<file path="src/rtl/gf_ops_pkg.sv">
// rtl/gf_ops_pkg.sv - shared state encodings for arithmetic operator blocks
package gf_ops;

    typedef enum logic [1:0] {
        IDLE = 2'd0,
        CALC = 2'd1,
        DONE = 2'd2
    } div_state_e;

endpackage

</file>
<file path="src/rtl/rcs_subtractor.sv">
// rtl/rcs_subtractor.sv - ripple-borrow subtractor, diff = a - b
module rcs_subtractor #(
    parameter int WIDTH = 33
) (
    input  logic [WIDTH-1:0] a,
    input  logic [WIDTH-1:0] b,
    output logic [WIDTH-1:0] diff,
    output logic             borrow
);

    logic [WIDTH:0] br;

    assign br[0] = 1'b0;

    for (genvar i = 0; i < WIDTH; i++) begin : g_bit
        assign diff[i]  = a[i] ^ b[i] ^ br[i];
        assign br[i+1]  = (~a[i] & b[i]) | (~(a[i] ^ b[i]) & br[i]);
    end

    assign borrow = br[WIDTH];

endmodule

</file>
<file path="src/rtl/div.sv">
// rtl/div.sv - restoring shift-subtract divider, 2W/W -> W quotient and remainder
module div
    import gf_ops::*;
#(
    parameter int DATA_WIDTH = 32
) (
    input  logic                    clk,
    input  logic                    rst_n,
    input  logic                    op_enable,
    input  logic [2*DATA_WIDTH-1:0] in_div_dividend,
    input  logic [DATA_WIDTH-1:0]   in_div_divisor,
    output logic [DATA_WIDTH-1:0]   out_div_quotient,
    output logic [DATA_WIDTH-1:0]   out_div_remainder,
    output logic                    out_div_overflow,
    output logic                    op_finish
);

    localparam int W  = DATA_WIDTH;
    localparam int CW = $clog2(DATA_WIDTH) + 1;

    div_state_e    state, state_n;
    logic [CW-1:0] cnt;
    logic [W:0]    prem;
    logic [W-1:0]  low;
    logic [W-1:0]  dvsr;
    logic [W-1:0]  quot;

    logic [W:0]    shifted, diff, prem_n;
    logic          borrow, qbit, last, ovf_start;

    // Next dividend bit enters from the MSB of the shifting low-half register
    assign shifted   = {prem[W-1:0], low[W-1]};
    assign qbit      = ~borrow;
    assign prem_n    = borrow ? shifted : diff;
    assign last      = (cnt == CW'(W - 1));
    assign ovf_start = (in_div_dividend[2*W-1:W] >= in_div_divisor);

    rcs_subtractor #(.WIDTH(W + 1)) u_sub (
        .a      (shifted),
        .b      ({1'b0, dvsr}),
        .diff   (diff),
        .borrow (borrow)
    );

    always_ff @(posedge clk or negedge rst_n) begin
        if (!rst_n) begin
            state <= IDLE;
        end else begin
            state <= state_n;
        end
    end

    always_comb begin
        state_n = state;
        if (!op_enable) begin
            state_n = IDLE;
        end else begin
            case (state)
                IDLE:    state_n = ovf_start ? DONE : CALC;
                CALC:    state_n = last ? DONE : CALC;
                DONE:    state_n = DONE;
                default: state_n = IDLE;
            endcase
        end
    end

    always_ff @(posedge clk or negedge rst_n) begin
        if (!rst_n) begin
            cnt               <= '0;
            prem              <= '0;
            low               <= '0;
            dvsr              <= '0;
            quot              <= '0;
            out_div_quotient  <= '0;
            out_div_remainder <= '0;
            out_div_overflow  <= 1'b0;
            op_finish         <= 1'b0;
        end else if (!op_enable) begin
            cnt               <= '0;
            prem              <= '0;
            low               <= '0;
            dvsr              <= '0;
            quot              <= '0;
            out_div_quotient  <= '0;
            out_div_remainder <= '0;
            out_div_overflow  <= 1'b0;
            op_finish         <= 1'b0;
        end else begin
            case (state)
                IDLE: begin
                    dvsr <= in_div_divisor;
                    low  <= in_div_dividend[W-1:0];
                    prem <= {1'b0, in_div_dividend[2*W-1:W]};
                    cnt  <= '0;
                    quot <= '0;
                    // High half >= divisor also covers divide-by-zero
                    if (ovf_start) begin
                        out_div_quotient  <= '1;
                        out_div_remainder <= '0;
                        out_div_overflow  <= 1'b1;
                        op_finish         <= 1'b1;
                    end
                end
                CALC: begin
                    prem <= prem_n;
                    low  <= {low[W-2:0], 1'b0};
                    quot <= {quot[W-2:0], qbit};
                    cnt  <= cnt + CW'(1);
                    if (last) begin
                        out_div_quotient  <= {quot[W-2:0], qbit};
                        out_div_remainder <= prem_n[W-1:0];
                        out_div_overflow  <= 1'b0;
                        op_finish         <= 1'b1;
                    end
                end
                default: ;
            endcase
        end
    end

endmodule
</file>
<file path="config.mk">
export PLATFORM = sky130hd
export DESIGN_NAME = div
export DESIGN_NICKNAME = d
export VERILOG_FILES = /design/src/rtl/gf_ops_pkg.sv /design/src/rtl/rcs_subtractor.sv /design/src/rtl/div.sv
export SDC_FILE = /design/constraint.sdc
export NUM_CORES = 1
export LEC_CHECK = 0
export CAP_MARGIN = 10
export CORE_MARGIN = 10
export CORE_UTILIZATION = 55
export DETAILED_ROUTE_END_ITERATION = 8
export GPL_ROUTABILITY_DRIVEN = 1
export PLACE_DENSITY = 0.81
export SYNTH_ARGS = -nofsm -noshare
export SYNTH_HDL_FRONTEND = slang
export SYNTH_HIERARCHICAL = 1
export SYNTH_SLANG_ARGS = --single-unit
</file>
<file path="constraint.sdc">
create_clock -name clk -period 17.3 [get_ports clk]
set_input_delay 3.46 -clock clk [delete_from_list [all_inputs] [get_ports clk]]
set_output_delay 3.46 -clock clk [all_outputs]
set_load 0.01 [all_outputs]
</file>
[Yosys cells after proc, flatten, opt, wreduce, memory -nomap -nowiden]
Cells that the tools add are included.
Storage, ports and cells
  bits in registers: 201
  output and inout bits: 66
  logic and storage cells: 274
Cells by class
  equality and inequality tests: 7
  muxes and demuxes: 30
  bitwise operators: 223
  $lt $le $gt $ge: 1
  $add $sub $neg: 1
  reduce and logical (&&, ||, !) cells: 2
Operators by type and width (count)
  2-to-1 mux 32 bit: 11
  case mux 32 bit (2 select lines): 4
  inverter 1 bit: 65
  bitwise AND 1 bit: 64
  bitwise XOR 1 bit: 63
  case mux 31 bit (2 select lines): 1
  >= comparator 32 bit: 1
  2-to-1 mux 31 bit: 1
  bitwise OR 1 bit: 31
  case mux 6 bit (2 select lines): 1
  adder 6 x 1 -> 6 bit (second input constant): 1
  equality test 6 x 5 -> 1 bit (second input constant): 1
  2-to-1 mux 2 bit: 3
  2-to-1 mux 6 bit: 1
  != test 3 bit (second input constant): 2
  case mux 2 bit (3 select lines): 1
  2-to-1 mux 1 bit: 5
  case mux 1 bit (2 select lines): 2
  != test 3 x 1 -> 1 bit (second input constant): 1
  AND reduction 3 bit: 1
  equality test 2 x 1 -> 1 bit (second input constant): 1
  equality test 2 bit (second input constant): 1
  zero test 2 bit: 1
  != test 2 x 1 -> 1 bit (second input constant): 1

[Depth between registers and ports, before layout]
Gate-level depths: netlist of run 1.
  word-level depth: 69
  depth in mapped cells: 46

[Modules after synthesis]
Netlist of run 1, hierarchy kept.
By module, submodules not included
  div: seq. area each 5029.8 um^2, instances 1, cells an instance 1035, area each 9741.8 um^2
  rcs_subtractor: seq. area each 0.0 um^2, instances 1, cells an instance 101, area each 908.4 um^2

[Least setup slack after synthesis of run 1]
No wires, ideal clock.
  path kind: flip-flop to flip-flop
  start: reg low[31]
  end: reg prem[25]
  cell stages (with the launch flop): 47
  arrival: 13.458 ns
  clock period less this slack: 13.590 ns
  path buffers: 2
  setup time: 0.132 ns
  path slack: 3.710 ns
  path through: dfrtp_1 > inv_1 > ha_1 > inv_1 > fa_1 > inv_1 > fa_1 > fa_1 > fa_1 > fa_1 > fa_1 > fa_1 > fa_1 > fa_1 > fa_1 > fa_1 > fa_1 > fa_1 > (+11 left out) > fa_1 > fa_1 > fa_1 > fa_1 > fa_1 > fa_1 > fa_1 > inv_1 > fa_1 > inv_1 > clkbuf_1 > buf_1 > mux2i_1 > nor2_1 > a21oi_1 > nor2_1 > a21oi_1 > nor2_1
On the way
  cells in the longest elaborated chain, start to end: 68
  elaborated cells on any way between the ends: 69
  those cells by class: mux: 3; bitwise: 66
RTL lines
  start: declaration: line div.sv:24  | logic [W-1:0] low;
  start signal: assignment: line div.sv:92  | low <= in_div_dividend[W-1:0];
  start signal: assignment: line div.sv:106  | low <= {low[W-2:0], 1'b0};
  inverter 1 bit: line rcs_subtractor.sv:17  | assign br[i+1] = (~a[i] & b[i]) | (~(a[i] ^ b[i]) & br[i]);
  bitwise AND 1 bit (2 in a row): line rcs_subtractor.sv:17
  bitwise OR 1 bit: line rcs_subtractor.sv:17
  bitwise AND 1 bit: line rcs_subtractor.sv:17
  bitwise OR 1 bit: line rcs_subtractor.sv:17
  bitwise AND 1 bit: line rcs_subtractor.sv:17
  bitwise OR 1 bit: line rcs_subtractor.sv:17
  bitwise AND 1 bit: line rcs_subtractor.sv:17
  (+52 left out)
  bitwise OR 1 bit: line rcs_subtractor.sv:17
  bitwise AND 1 bit: line rcs_subtractor.sv:17
  bitwise OR 1 bit: line rcs_subtractor.sv:17
  bitwise AND 1 bit: line rcs_subtractor.sv:17
  net borrow: line div.sv:29  | logic borrow, qbit, last, ovf_start;
  2-to-1 mux 32 bit: line div.sv:34  | assign prem_n = borrow ? shifted : diff;
  case mux 32 bit (2 select lines): line div.sv:89  | case (state)
  2-to-1 mux 32 bit: line div.sv:78  | end else if (!op_enable) begin
  end signal: assignment: line div.sv:93  | prem <= {1'b0, in_div_dividend[2*W-1:W]};
  end signal: assignment: line div.sv:105  | prem <= prem_n;
  end: declaration: line div.sv:23  | logic [W:0] prem;
The timed path passes the listed nets, and every way through them passes these cells.
A chain may end at the register's enable or synchronous reset.

[Final worst setup path of run 1]
  start: reg low[31]
  end: reg prem[9]
Same word-level chain as after synthesis.

==> impl_metrics.toml, run 1 <==
[outcome]
status = "completed"

[die]
die_y_um = 159
pin_count = 165
start_util = 0.564
core_um2 = 18900
rows = 50
chipWidth_um = 159
dieArea_um2 = 25300

[synthesis]
ys_ff_latch = 201
ys_seq_area_frac = 0.472
syn_avg_cell_area_um2 = 9.38
async_reset_ff_frac = 1.00
synth_cell_types = 42
synth_edf_count = 0
syn_nets = 1301
yosys-top-cells-area = "dfrtp_1 (47%), a21oi_1 (7.8%), nor2_1 (7.3%)"
ys_warn_count = 6
yosysTopAreaCellShare = 0.472
synthCells = 1136
ys.flop_type = "dfrtp_1"
synth_largest_area_cell = "dfrtp_1"
netlist_area_um2 = 10700

[final_layout]
antenna_cells = 0
nets = 1418
drive_above_1_share = 0.0465
most-common-layout-cells = "nor2_1 (205), dfrtp_1 (199), a21oi_1 (165)"
area.growth.synth_to_final_pct = 22.5
design_area_um2 = 13000
seq_area_um2 = 5030
multiInputGateArea_um2 = 4910
nFillCells = 1513
final_common_cell = "nor2_1"

[clocking]
cts_inserted_buffers = 22
cts-root-buf = "clkbuf_16"
clk_pin_slew_ns = 0.06
cts_setup_buffers = 0
hold_buffers = 0
cts_num_sinks = 201
cts_tree = "built"
clkLatencyLatePin_ns = 0.50
cts_resized = 0
htree_levels = 1
clk_path_buf_depth = 3

[detailed_routing]
dr.first_iter.drc_count = 545
vias = 8580
met3_wirelength_mm = 1.66
wl_met2_mm = 13.3
via_per_inst = 5.62
drc = 0
wl_met1_mm = 11.8
drt_pass1_iterations = 5
antenna_left = 0
dr.max_layer_used = "met4"
wl_per_cell_um = 18.0
route.final.wire_length_mm = 27.4

[worst_setup_path]
cp.arrival_ns = 14.73
critPathMaxStageDelay_ns = 0.42
worstPathMaxFanout = 34
cp.required_ns = 17.66
start_kind = "flip-flop"
endpoint_kind = "flip-flop"
slowest_stage = "fa_1"
timing.critical_path.mode_cell = "fa_1"
worst-setup-path-type = "flip-flop to flip-flop"

[sta]
maxSlewViolCount = 0
fin_crit_ns = 14.38
max_freq_ghz = 0.0696
finalHoldViolCount = 0
setup_viol = 0
worst_pin_slew_ns = 1.12
rsz0062_at_grt = "no"
slew_headroom = 0.257
period_share = 0.831
skew_ns = 0.0104
whs_ns = 0.508
tns_ns = 0

[place]
hpwl_mm = 18.1
post_dp_cell_area_um2 = 12400
io_buffers = 164
gp_congestion = 0.858

[worst_hold_path]
hold_path.class = "flip-flop to flip-flop"

[pwr]
peakVddDrop_uv = 63.5
p_leak_nw = 6.03
p_per_area_nw_per_um2 = 113

[global_route]
first_global_vias = 8531
grt_pass1_wl_mm = 44.2
grt_max_degree = 125
antenna_found_initial = 0
grt_use_total = 0.207
overflow = 0

[flow_run]
maxCapViolCount = 0
==> synth_stat cells (12+ instances only) <==
cell	n
o221a_1	30
a32o_1	28
clkbuf_1	60
nor2_1	206
o21ai_0	22
fa_1	32
buf_1	12
inv_1	103
mux2i_1	63
a21oi_1	165
nand2_1	121
dfrtp_1	201
ha_1	34
==> metrics by stage <==
stage	cells	utilization	setup slack [ns]	total power, mW
final	1528	0.690	2.92	1.47
after global routing	1528	0.690	2.46	1.55
after CTS	1528	0.690	2.97	1.47
after detailed placement	1489	0.654	3.00	1.02
after global placement	1489	0.654	3.34	1.00
after floorplan	1136	-	3.71	0.862
==> cell families (layout without fill, tap and decap cells) <==
| group | after synthesis | count (layout) | synth area share |
|---|---|---|---|
| AND/OR/NAND/NOR | 354 | 354 | 0.133 |
| AO/OA/AOI/OAI | 268 | 268 | 0.167 |
| flip-flops | 201 | 201 | 0.472 |
| buffers and inverters | 182 | 314 | 0.0673 |
| adder cells (fa/ha/maj) | 66 | 66 | 0.100 |
| multiplexers | 63 | 63 | 0.0592 |
| other | 1 | 1 | 0.000352 |
| XOR/XNOR | 1 | 1 | 0.000823 |
==> critical path, delay by kind of cell (launching register included) <==
| family | cells | cell delay [ns] |
|---|---|---|
| compound gates | 2 | 0.37 |
| fa+ha+maj | 33 | 12.37 |
| buf+inv | 5 | 0.61 |
| flops | 1 | 0.36 |
| mux | 1 | 0.28 |
| simple gates | 3 | 0.21 |
==> flip-flops by register name, indices dropped and copies added (netlist names) <==
signal             cells
out_div_remainder     32
out_div_quotient      32
out_div_overflow       1
op_finish              1
prem                  32
cnt                    6
low                   32
dvsr                  32
state                  2
quot                  31
==> layout make-up <==
| cell class | count | share of cell area |
|---|---|---|
| clock inverter | 7 | 0.00528 |
| sequential | 201 | 0.386 |
| inverter | 103 | 0.0298 |
| multi-input combinational | 753 | 0.376 |
| tap | 260 | 0.0249 |
| timing repair buffer | 172 | 0.130 |
| clock buffer | 32 | 0.0475 |
==> worst paths after layout <==
check                                              endpoint                 from  slack, ns  depth (start not counted)
setup / recovery                        prem[9]$_DFFE_PN0P_  low[31]$_DFFE_PN0P_       2.92                         44
hold / removal                          low[23]$_DFFE_PN0P_  low[23]$_DFFE_PN0P_       0.51                          2
setup reg to reg                        prem[9]$_DFFE_PN0P_  low[31]$_DFFE_PN0P_       2.92                         44
hold reg to reg                         low[23]$_DFFE_PN0P_  low[23]$_DFFE_PN0P_       0.51                          2
max in group asynchronous              dvsr[17]$_DFFE_PN0P_                rst_n      12.62                          2
min in group asynchronous  out_div_quotient[11]$_DFFE_PN0P_                rst_n       3.09                          1
==> layer usage <==
layer | global-route usage | vias up
met3 | 0.0444 | 46
met4 | 0.0573 | 0
li1 | - | 4049
met2 | 0.343 | 283
met1 | 0.268 | 4202
met5 | 0 | -
==> power by group <==
group	switching, mW	internal (mW)	leakage [nW]
clock	0.188	0.264	0.330
sequential	0.0473	0.526	2.68
combinational	0.246	0.197	3.03
total	0.481	0.987	6.03
No activity file was read; power rests on OpenSTA's default activity.
==> run 2: changes to the inputs <==
clock period = 13.6 ns   (was 17.3 ns; I/O delays follow)
==> impl_metrics.toml, run 2 (synthesis gave the netlist of run 1 again) <==
[outcome]
status = "completed"

[global_route]
grt_use_total = 0.211
antenna_found_initial = 0
first_global_vias = 8741
grt_pass1_wl_mm = 45.4
overflow = 0
grt_max_degree = 107

[sta]
finalHoldViolCount = 0
skew_ns = 0.0104
fin_crit_ns = 13.25
worst_pin_slew_ns = 1.04
maxSlewViolCount = 0
setup_viol = 0
period_share = 0.974
rsz0062_at_grt = "no"
whs_ns = 0.508
max_freq_ghz = 0.0755
postLayoutSetupSlackWorst_ns = 0.352
slew_headroom = 0.309

[detailed_routing]
drc = 0
route.final.wire_length_mm = 27.6
wl_per_cell_um = 17.8
vias = 8720
antenna_left = 0
via_per_inst = 5.60
dr.first_iter.drc_count = 679
drt_pass1_iterations = 7

[worst_setup_path]
slowest_stage = "fa_1"
critPathMaxStageDelay_ns = 0.40
worstPathMaxFanout = 8
cp.required_ns = 13.95
worst-setup-path-type = "flip-flop to flip-flop"
timing.critical_path.mode_cell = "fa_2"
start_kind = "flip-flop"
cp.arrival_ns = 13.60
endpoint_kind = "flip-flop"

[place]
io_buffers = 164
post_dp_cell_area_um2 = 12600
hpwl_mm = 18.6
gp_congestion = 0.828
post-place-ws_ns = -0.342

[clocking]
clk_pin_slew_ns = 0.06
cts-root-buf = "clkbuf_16"
htree_levels = 1
cts_inserted_buffers = 22
cts_tree = "built"
hold_buffers = 0
clkLatencyLatePin_ns = 0.51
cts_num_sinks = 201
clk_path_buf_depth = 3

[final_layout]
design_area_um2 = 13400
nets = 1445
fin_util = 0.711
antenna_cells = 0
area.growth.synth_to_final_pct = 26.2
most-common-layout-cells = "nor2_1 (205), dfrtp_1 (199), a21oi_1 (164)"
final_common_cell = "nor2_1"
drive_above_1_share = 0.0864

[die]
start_util = 0.564
chipWidth_um = 159
dieArea_um2 = 25300
pin_count = 165
die_y_um = 159
rows = 50
core_um2 = 18900

[pwr]
peakVddDrop_uv = 130
p_leak_nw = 6.23
p_per_area_nw_per_um2 = 147
sw_frac_of_total = 0.319
pwr-share-seq = 0.370
switchingPower_uw = 629
power.internal_mw = 1.35
p_total_mw = 1.97
combPwrFrac = 0.303
p_clk_frac = 0.328

[flow_run]
maxCapViolCount = 0

[worst_hold_path]
hold_path.class = "flip-flop to flip-flop"
## run 2: cell types whose count changed in the layout (fill, tap and decap cells not counted)
cell       change
fa_1          -18
fa_2          +18
bufinv_16      +3
buf_4         +24
clkbuf_1       -6
a21oi_1        -1
clkbuf_8       +2
a21oi_2        +1
buf_12         +3
clkinv_2       +2
## run 2: path summary, 6_finish.rpt
| path | cells after the start | slack [ns] | from | endpoint |
|---|---|---|---|---|
| setup / recovery | 45 | 0.35 | low[31]$_DFFE_PN0P_ | prem[23]$_DFFE_PN0P_ |
| hold / removal | 2 | 0.51 | low[18]$_DFFE_PN0P_ | low[18]$_DFFE_PN0P_ |
| setup reg to reg | 45 | 0.35 | low[31]$_DFFE_PN0P_ | prem[23]$_DFFE_PN0P_ |
| hold reg to reg | 2 | 0.51 | low[18]$_DFFE_PN0P_ | low[18]$_DFFE_PN0P_ |
| max in group asynchronous | 2 | 10.01 | rst_n | dvsr[14]$_DFFE_PN0P_ |
| min in group asynchronous | 1 | 2.21 | rst_n | out_div_quotient[11]$_DFFE_PN0P_ |
## run 2: power groups by stage
stage / logic [mW] / clock network, mW / registers (mW)
after floorplan: 0.366 / 0 / 0.731
after global placement: 0.568 / 0 / 0.736
after detailed placement: 0.586 / 0 / 0.739
after CTS: 0.595 / 0.657 / 0.729
after global routing: 0.662 / 0.681 / 0.740
final: 0.597 / 0.647 / 0.730
## run 2: through the flow
stage	TNS [ns]	cells
after CTS	0	1556
after floorplan	0	1136
after global placement	-0.498	1516
after global routing	0	1556
after detailed placement	-16.38	1516
final	0	1556
## run 2: timing repair
action	CTS	global route
endpoints found under the setup margin	65	64
setup buffers	0	0
gates resized for setup	10	9
## run 2: per-layer routing
layer | track usage | wire length, um
met2 | 0.353 | 13600
met3 | 0.0457 | 1870
met1 | 0.270 | 11400
met5 | 0 | 0
met4 | 0.0628 | 767
## run 2: area by class of cell
class | instances | area, um^2
Tap cell | 260 | 325
Fill cell | 1410 | 5460
Inverter | 103 | 389
Timing Repair Buffer | 199 | 1940
Clock buffer | 28 | 624
Sequential cell | 201 | 5030
Multi-Input combinational cell | 753 | 4950
Clock inverter | 12 | 169
## run 2: worst max-delay path: cells and delay by family (launching register included)
kind | cells | cell delay [ns]
fa+ha+maj | 33 | 11.51
compound gates | 2 | 0.33
simple gates | 3 | 0.24
flops | 1 | 0.35
mux | 1 | 0.16
buf+inv | 6 | 0.49
